## src/rtl/inputc_rx_pkg.sv

```systemverilog
// Shared constants and flit-type helpers for the inputc_rx receive channel.
package inputc_rx_pkg;

  localparam int DATAW    = 15;
  localparam int VCH      = 1;
  localparam int VCHW     = 0;
  localparam int NVC      = VCH + 1;
  localparam int FIFO_P1  = 4;
  localparam int FIFOD_P1 = 1;
  localparam int PTRW     = FIFOD_P1 + 1;
  localparam int CNTW     = FIFOD_P1 + 2;
  localparam int TYPE_MSB = 15;
  localparam int TYPE_LSB = 14;

  typedef enum logic [1:0] {
    TYPE_DATA     = 2'b00,
    TYPE_HEAD     = 2'b01,
    TYPE_TAIL     = 2'b10,
    TYPE_HEADTAIL = 2'b11
  } flit_type_e;

  function automatic flit_type_e flit_type(input logic [DATAW:0] flit);
    return flit_type_e'(flit[TYPE_MSB:TYPE_LSB]);
  endfunction

  function automatic logic opens_packet(input logic [DATAW:0] flit);
    return (flit_type(flit) == TYPE_HEAD) || (flit_type(flit) == TYPE_HEADTAIL);
  endfunction

  function automatic logic closes_packet(input logic [DATAW:0] flit);
    return (flit_type(flit) == TYPE_TAIL) || (flit_type(flit) == TYPE_HEADTAIL);
  endfunction

endpackage

```

## src/rtl/inputc_rx_if.sv

```systemverilog
// Link-side and switch-side signals of one input channel; the receiver uses the
// slave view, the upstream router / switch allocator side uses the master view.
interface inputc_rx_if;
  import inputc_rx_pkg::*;

  logic [DATAW:0] idata;
  logic           ivalid;
  logic [VCHW:0]  ivch;
  logic [VCH:0]   oack;
  logic [VCH:0]   olck;
  logic [VCH:0]   oreq;
  logic [VCH:0]   igrant;
  logic [DATAW:0] odata;
  logic           ovalid;
  logic [VCHW:0]  ovch;
  logic           oerr;

  modport master (
    output idata, ivalid, ivch, igrant,
    input  oack, olck, oreq, odata, ovalid, ovch, oerr
  );

  modport slave (
    input  idata, ivalid, ivch, igrant,
    output oack, olck, oreq, odata, ovalid, ovch, oerr
  );

endinterface

```

## src/rtl/inputc_rx_vc_fifo.sv

```systemverilog
// Single-VC circular flit buffer. Callers must never write when full or read
// when empty; the parent qualifies wr/rd before they get here.
module vc_fifo
  import inputc_rx_pkg::*;
(
  input  logic            clk,
  input  logic            rst_,
  input  logic            wr,
  input  logic [DATAW:0]  wdata,
  input  logic            rd,
  output logic [DATAW:0]  rdata,
  output logic            full,
  output logic            empty,
  output logic [CNTW-1:0] count
);

  localparam logic [PTRW-1:0] LAST = PTRW'(FIFO_P1 - 1);

  logic [DATAW:0]  mem [FIFO_P1];
  logic [PTRW-1:0] wptr;
  logic [PTRW-1:0] rptr;

  // Pointers wrap at the configured depth, which need not be a power of two.
  function automatic logic [PTRW-1:0] bump(input logic [PTRW-1:0] p);
    return (p == LAST) ? '0 : p + 1'b1;
  endfunction

  always_ff @(posedge clk) begin
    if (wr) mem[wptr] <= wdata;
  end

  always_ff @(posedge clk or negedge rst_) begin
    if (!rst_) begin
      wptr  <= '0;
      rptr  <= '0;
      count <= '0;
    end else begin
      if (wr) wptr <= bump(wptr);
      if (rd) rptr <= bump(rptr);
      case ({wr, rd})
        2'b10:   count <= count + 1'b1;
        2'b01:   count <= count - 1'b1;
        default: count <= count;
      endcase
    end
  end

  assign rdata = mem[rptr];
  assign full  = (count == CNTW'(FIFO_P1));
  assign empty = (count == '0);

endmodule

```

## src/rtl/inputc_rx.sv

```systemverilog
// Receive end of one physical channel: per-VC flit buffering, grant decode,
// registered dequeue output, packet lock tracking and sticky error flag.
module inputc_rx
  import inputc_rx_pkg::*;
#(
  parameter int ROUTERID = 0,
  parameter int PCHID    = 0
)
(
  input  logic        clk,
  input  logic        rst_,
  inputc_rx_if.slave  rx
);

  localparam int VW = VCHW + 1;

  logic [VCH:0]    fifo_wr;
  logic [VCH:0]    fifo_rd;
  logic [VCH:0]    fifo_full;
  logic [VCH:0]    fifo_empty;
  logic [DATAW:0]  fifo_rdata [NVC];
  logic [CNTW-1:0] fifo_count [NVC];
  logic [CNTW-1:0] pktcnt     [NVC];
  logic [VCH:0]    pkt_inc;
  logic [VCH:0]    pkt_dec;
  logic [VCHW:0]   sel;
  logic            served;
  logic            multihot;
  logic            err_set;

  for (genvar v = 0; v < NVC; v++) begin : g_vc
    // A flit arriving at a full FIFO is dropped rather than overwriting.
    assign fifo_wr[v] = rx.ivalid && (rx.ivch == VW'(v)) && !fifo_full[v];

    vc_fifo u_fifo (
      .clk   (clk),
      .rst_  (rst_),
      .wr    (fifo_wr[v]),
      .wdata (rx.idata),
      .rd    (fifo_rd[v]),
      .rdata (fifo_rdata[v]),
      .full  (fifo_full[v]),
      .empty (fifo_empty[v]),
      .count (fifo_count[v])
    );

    a_no_overflow : assert property (@(posedge clk) disable iff (!rst_)
      fifo_count[v] <= CNTW'(FIFO_P1))
      else $error("inputc_rx router %0d pch %0d vc %0d occupancy overflow", ROUTERID, PCHID, v);
  end

  // Lowest-index granted VC wins; anything other than a clean one-hot grant
  // to a non-empty VC is flagged as a protocol error.
  always_comb begin
    sel = '0;
    for (int v = VCH; v >= 0; v--) begin
      if (rx.igrant[v]) sel = VW'(v);
    end
    multihot = (rx.igrant & (rx.igrant - 1'b1)) != '0;
    served   = (rx.igrant != '0) && !fifo_empty[sel];
    fifo_rd  = '0;
    if (served) fifo_rd[sel] = 1'b1;
    err_set  = multihot
            || ((rx.igrant != '0) && fifo_empty[sel])
            || (rx.ivalid && fifo_full[rx.ivch]);
  end

  always_comb begin
    pkt_inc = '0;
    pkt_dec = '0;
    rx.oreq = '0;
    rx.olck = '0;
    for (int v = 0; v < NVC; v++) begin
      pkt_inc[v] = fifo_wr[v] && opens_packet(rx.idata);
      pkt_dec[v] = fifo_rd[v] && closes_packet(fifo_rdata[v]);
      rx.oreq[v] = !fifo_empty[v];
      rx.olck[v] = (pktcnt[v] != '0);
    end
  end

  always_ff @(posedge clk or negedge rst_) begin
    if (!rst_) begin
      for (int v = 0; v < NVC; v++) pktcnt[v] <= '0;
    end else begin
      for (int v = 0; v < NVC; v++) begin
        case ({pkt_inc[v], pkt_dec[v]})
          2'b10:   pktcnt[v] <= pktcnt[v] + 1'b1;
          2'b01:   pktcnt[v] <= pktcnt[v] - 1'b1;
          default: pktcnt[v] <= pktcnt[v];
        endcase
      end
    end
  end

  // Output register: idle cycles drive zeros so downstream sees clean data.
  always_ff @(posedge clk or negedge rst_) begin
    if (!rst_) begin
      rx.odata  <= '0;
      rx.ovalid <= 1'b0;
      rx.ovch   <= '0;
      rx.oack   <= '0;
      rx.oerr   <= 1'b0;
    end else begin
      rx.ovalid <= served;
      rx.odata  <= served ? fifo_rdata[sel] : '0;
      rx.ovch   <= served ? sel : '0;
      rx.oack   <= fifo_rd;
      if (err_set) rx.oerr <= 1'b1;
    end
  end

endmodule

```

## src/flat_wrapper.sv

```systemverilog
// flat-port wrapper written by rule: the top's interface ports become plain ports
module inputc_rx_flat import inputc_rx_pkg::*;
#(
  parameter int ROUTERID = 0,
  parameter int PCHID    = 0
)
  (clk, rst_, rx_idata, rx_ivalid, rx_ivch, rx_igrant, rx_oack, rx_olck, rx_oreq, rx_odata, rx_ovalid, rx_ovch, rx_oerr);
  inputc_rx_if rx_i ();
  input  logic clk;
  input  logic rst_;
  input wire logic [$bits(rx_i.idata)-1:0] rx_idata;
  input wire logic [$bits(rx_i.ivalid)-1:0] rx_ivalid;
  input wire logic [$bits(rx_i.ivch)-1:0] rx_ivch;
  input wire logic [$bits(rx_i.igrant)-1:0] rx_igrant;
  output wire logic [$bits(rx_i.oack)-1:0] rx_oack;
  output wire logic [$bits(rx_i.olck)-1:0] rx_olck;
  output wire logic [$bits(rx_i.oreq)-1:0] rx_oreq;
  output wire logic [$bits(rx_i.odata)-1:0] rx_odata;
  output wire logic [$bits(rx_i.ovalid)-1:0] rx_ovalid;
  output wire logic [$bits(rx_i.ovch)-1:0] rx_ovch;
  output wire logic [$bits(rx_i.oerr)-1:0] rx_oerr;
  assign rx_i.idata = rx_idata;
  assign rx_i.ivalid = rx_ivalid;
  assign rx_i.ivch = rx_ivch;
  assign rx_i.igrant = rx_igrant;
  assign rx_oack = rx_i.oack;
  assign rx_olck = rx_i.olck;
  assign rx_oreq = rx_i.oreq;
  assign rx_odata = rx_i.odata;
  assign rx_ovalid = rx_i.ovalid;
  assign rx_ovch = rx_i.ovch;
  assign rx_oerr = rx_i.oerr;
  inputc_rx #(.ROUTERID(ROUTERID), .PCHID(PCHID)) u_core (.clk(clk), .rst_(rst_), .rx(rx_i));
endmodule
```

## config.mk

```make
export PLATFORM = sky130hd
export DESIGN_NAME = inputc_rx_flat
export DESIGN_NICKNAME = d
export VERILOG_FILES = /design/src/rtl/inputc_rx_pkg.sv /design/src/rtl/inputc_rx_if.sv /design/src/rtl/inputc_rx_vc_fifo.sv /design/src/rtl/inputc_rx.sv /design/src/flat_wrapper.sv
export SDC_FILE = /design/constraint.sdc
export NUM_CORES = 1
export LEC_CHECK = 0
export CELL_PAD_IN_SITES_DETAIL_PLACEMENT = 0
export CELL_PAD_IN_SITES_GLOBAL_PLACEMENT = 1
export CORE_MARGIN = 3
export CORE_UTILIZATION = 55
export CTS_CLUSTER_DIAMETER = 100
export DETAILED_ROUTE_END_ITERATION = 7
export GPL_TIMING_DRIVEN = 0
export PLACE_DENSITY = 0.95
export SLEW_MARGIN = 20
export SYNTH_ARGS = -nofsm -noshare
export SYNTH_HDL_FRONTEND = slang
export SYNTH_HIERARCHICAL = 1
export SYNTH_SLANG_ARGS = --single-unit
export TNS_END_PERCENT = 1
```

## constraint.sdc

```tcl
create_clock -name clk -period 5.4 [get_ports clk]
set_input_delay 1.08 -clock clk [delete_from_list [all_inputs] [get_ports clk]]
set_output_delay 1.08 -clock clk [all_outputs]
set_load 0.005 [all_outputs]
```

==> flow_summary.json <==
{
  "cp-end-kind": "flip-flop",
  "timing.max_cap.violations": 0,
  "crit_type": "primary input to flip-flop",
  "synth-seq-cells": 168,
  "netlist_instances": 323,
  "critPathSlowestCell": "and2_1",
  "cts_buffer_depth": 2,
  "grt_util_all_layers_pct": 20.4,
  "power_density_nw_per_um2": 516,
  "die_h_um": 116,
  "die-area_um2": 13400,
  "worst-path-max-fanout": 16,
  "leakage_nw": 2.88,
  "core_um2": 11600,
  "clk_pin_slew_ns": 0.06,
  "vdd_drop_max_mv": 0.317,
  "place.gp.congestion": 0.756,
  "start_util_pct": 57.2,
  "cts_root_buffer": "clkbuf_16",
  "finalHoldViolCount": 0,
  "synth_area_um2": 6640,
  "overflow": 0,
  "status": "completed",
  "syn_nets": 363,
  "maxSlewViolCount": 0,
  "post_cts_resized": 0,
  "wl_per_cell_um": 23.0,
  "period_needed_ns": 3.20,
  "place_hpwl_um": 7330,
  "path_cells": "clkdlybuf4s50_1 > nor3b_1 > and2_1",
  "htreeDepth": 4,
  "fill_cells": 714,
  "seqCellArea_um2": 4840,
  "num_io_pins": 47,
  "grt_max_degree": 26,
  "drt-pass1-iter-count": 5,
  "period_share_pct": 59.3,
  "clk_latency_ns": 0.42,
  "fin_setup_tns_ns": 0,
  "setup_viol": 0,
  "cts.hold.buffers_added": 0,
  "drt_iter0_markers": 270,
  "min_path_type": "flip-flop to flip-flop",
  "drive_above_1_share_pct": 17.2,
  "postCtsSetupBuffers": 0,
  "cts_buffers": 17,
  "total_power_w": 0.00406,
  "ys_warn_count": 6,
  "dp_slack_ns": 1.79,
  "nets": 429,
  "io_buffer_count": 46,
  "cp.arrival_ns": 3.24,
  "die_x_um": 116,
  "antennaDiodeCount": 0,
  "clock_skew_ns": 0.00903,
  "routed-via-count": 3222,
  "cp-start-kind": "primary input",
  "whs_ns": 0.460,
  "fin_ws_ns": 2.20,
  "yosysSeqAreaShare_pct": 72.9,
  "cts.sinks": 168,
  "drtAntennaViolNets": 0,
  "rows": 39,
  "grt_setup_unrepaired": "no",
  "syn_avg_cell_area_um2": 20.6,
  "avgViaCountPerCell": 5.92,
  "totalWireLength_um": 12500,
  "drc": 0,
  "worst_slew_pin_slew_ns": 1.02,
  "grt_pass1_vias": 3302,
  "area_delta_synth_final_pct": 18.5,
  "antenna_found_initial": 0,
  "cts_tree": "yes",
  "max_freq_mhz": 312,
  "grt_pass1_wl_um": 19100,
  "slew_headroom_pct": 31.7,
  "multi_input_area_um2": 1620,
  "cp.required_ns": 5.43,
  "cpPeakStageDelay_ns": 0.91,
  "synth.distinct_cells": 31
}
[flip-flops by register name (all words and copies together), names as in the netlist]
register                  flops
u_core/g_vc.u_fifo/count      6
u_core/g_vc.u_fifo/rptr       4
u_core/pktcnt                 6
u_core/g_vc.u_fifo/wptr       4
u_core/rx.oack                2
u_core/g_vc.u_fifo/mem      128
u_core/rx.ovalid              1
u_core/rx.odata              16
u_core/rx.oerr                1
[stage by stage]
stage / util, % / area [µm²] / cells
2_1_floorplan: - / 6640 / 323
3_3_place_gp: 62.7 / 7280 / 512
3_5_place_dp: 62.8 / 7300 / 513
4_1_cts: 67.8 / 7870 / 544
5_1_grt: 67.8 / 7870 / 544
6_report: 67.8 / 7870 / 544
[cell usage after synthesis]
cell type | number | area (µm²)
or2_2 | 1 | 6.26
mux2i_1 | 2 | 20.0
xnor2_1 | 6 | 52.6
a211o_1 | 1 | 8.76
buf_2 | 4 | 20.0
ha_1 | 14 | 175
nor2_1 | 9 | 33.8
and2_1 | 9 | 56.3
o21ai_0 | 4 | 20.0
mux4_1 | 16 | 420
buf_6 | 5 | 56.3
or2_1 | 1 | 6.26
a21oi_1 | 1 | 5.00
buf_12 | 2 | 40.0
mux2_2 | 7 | 78.8
xor2_1 | 6 | 52.6
nand2_1 | 5 | 18.8
fa_1 | 4 | 80.1
nor3b_1 | 1 | 7.51
dfrtp_1 | 40 | 1000
nor2b_4 | 1 | 13.8
buf_4 | 1 | 7.51
mux4_2 | 16 | 360
and2_4 | 1 | 8.76
nor3_1 | 2 | 10.0
or3_1 | 4 | 25.0
and3_1 | 2 | 12.5
nor3b_4 | 1 | 18.8
a22o_1 | 15 | 131
inv_1 | 14 | 52.6
edfxtp_1 | 128 | 3840
[worst paths after layout]
path	start	endpoint	slack, ns	depth (start not counted)
min	u_core/pktcnt[5]	u_core/pktcnt[5]	0.46	1
max reg2reg	u_core/g_vc[0].u_fifo/count[0]	u_core/g_vc[0].u_fifo/mem[3][6]	2.73	4
min in group asynchronous	rst_	u_core/g_vc[1].u_fifo/count[2]	0.61	1
min reg2reg	u_core/pktcnt[5]	u_core/pktcnt[5]	0.46	1
max in group asynchronous	rst_	u_core/rx.odata[7]	4.31	2
max	rx_ivalid	u_core/g_vc[0].u_fifo/mem[3][6]	2.20	3
[area by class of cell]
class                   count  share of cell area (%)
plain buffers              12                    1.57
clock buffers              21                    5.72
clock inverters            10                    1.54
inverters                  14                   0.668
multi-input cells         129                    20.6
flip-flops and latches    168                    61.6
well taps                 143                    2.27
repair buffers             47                    6.04
[report_power, final]
group | switching [W] | internal [W]
Combinational | 0.000520 | 0.000619
Clock | 0.000472 | 0.000694
Sequential | 0.000111 | 0.00164
[metal layers]
metal  vias to the layer above  track usage [%]  routed length (µm)
met5                         -                0                   0
met4                         0             6.81                 161
met3                        12             6.48                 898
met2                       147             33.6                6650
met1                      1655             25.9                4800
li1                       1408                -                   -
[cell families after synthesis]
kind of cell | count (synthesis) | synth area share, %
AO/OA/AOI/OAI | 21 | 2.49
XOR/XNOR | 12 | 1.58
adder cells (fa/ha/maj) | 18 | 3.84
buffers and inverters | 26 | 2.66
flip-flops | 168 | 72.9
multiplexers | 41 | 13.2
AND/OR/NAND/NOR | 37 | 3.28
[cells in the final DEF (no fill, tap or decap), drive strengths merged]
cell type / instances
xnor2: 6
clkbuf: 21
mux2: 7
or3: 4
nor3b: 2
edfxtp: 128
nor2: 9
or2: 2
clkdlybuf4s50: 45
clkinvlp: 1
a211o: 1
mux2i: 2
a21oi: 1
xor2: 6
a22o: 15
bufinv: 2
buf: 14
nor3: 2
mux4: 32
nand2: 5
ha: 14
inv: 16
dfrtp: 40
and3: 2
o21ai: 4
fa: 4
nor2b: 1
clkinv: 5
and2: 10
[worst max-delay path: cells and delay by family]
kind / cells / cell delay [ns]
AND/OR/NAND/NOR: 2 / 1.65
buffers and inverters: 1 / 0.50
No activity file was read; power rests on OpenSTA's default activity.
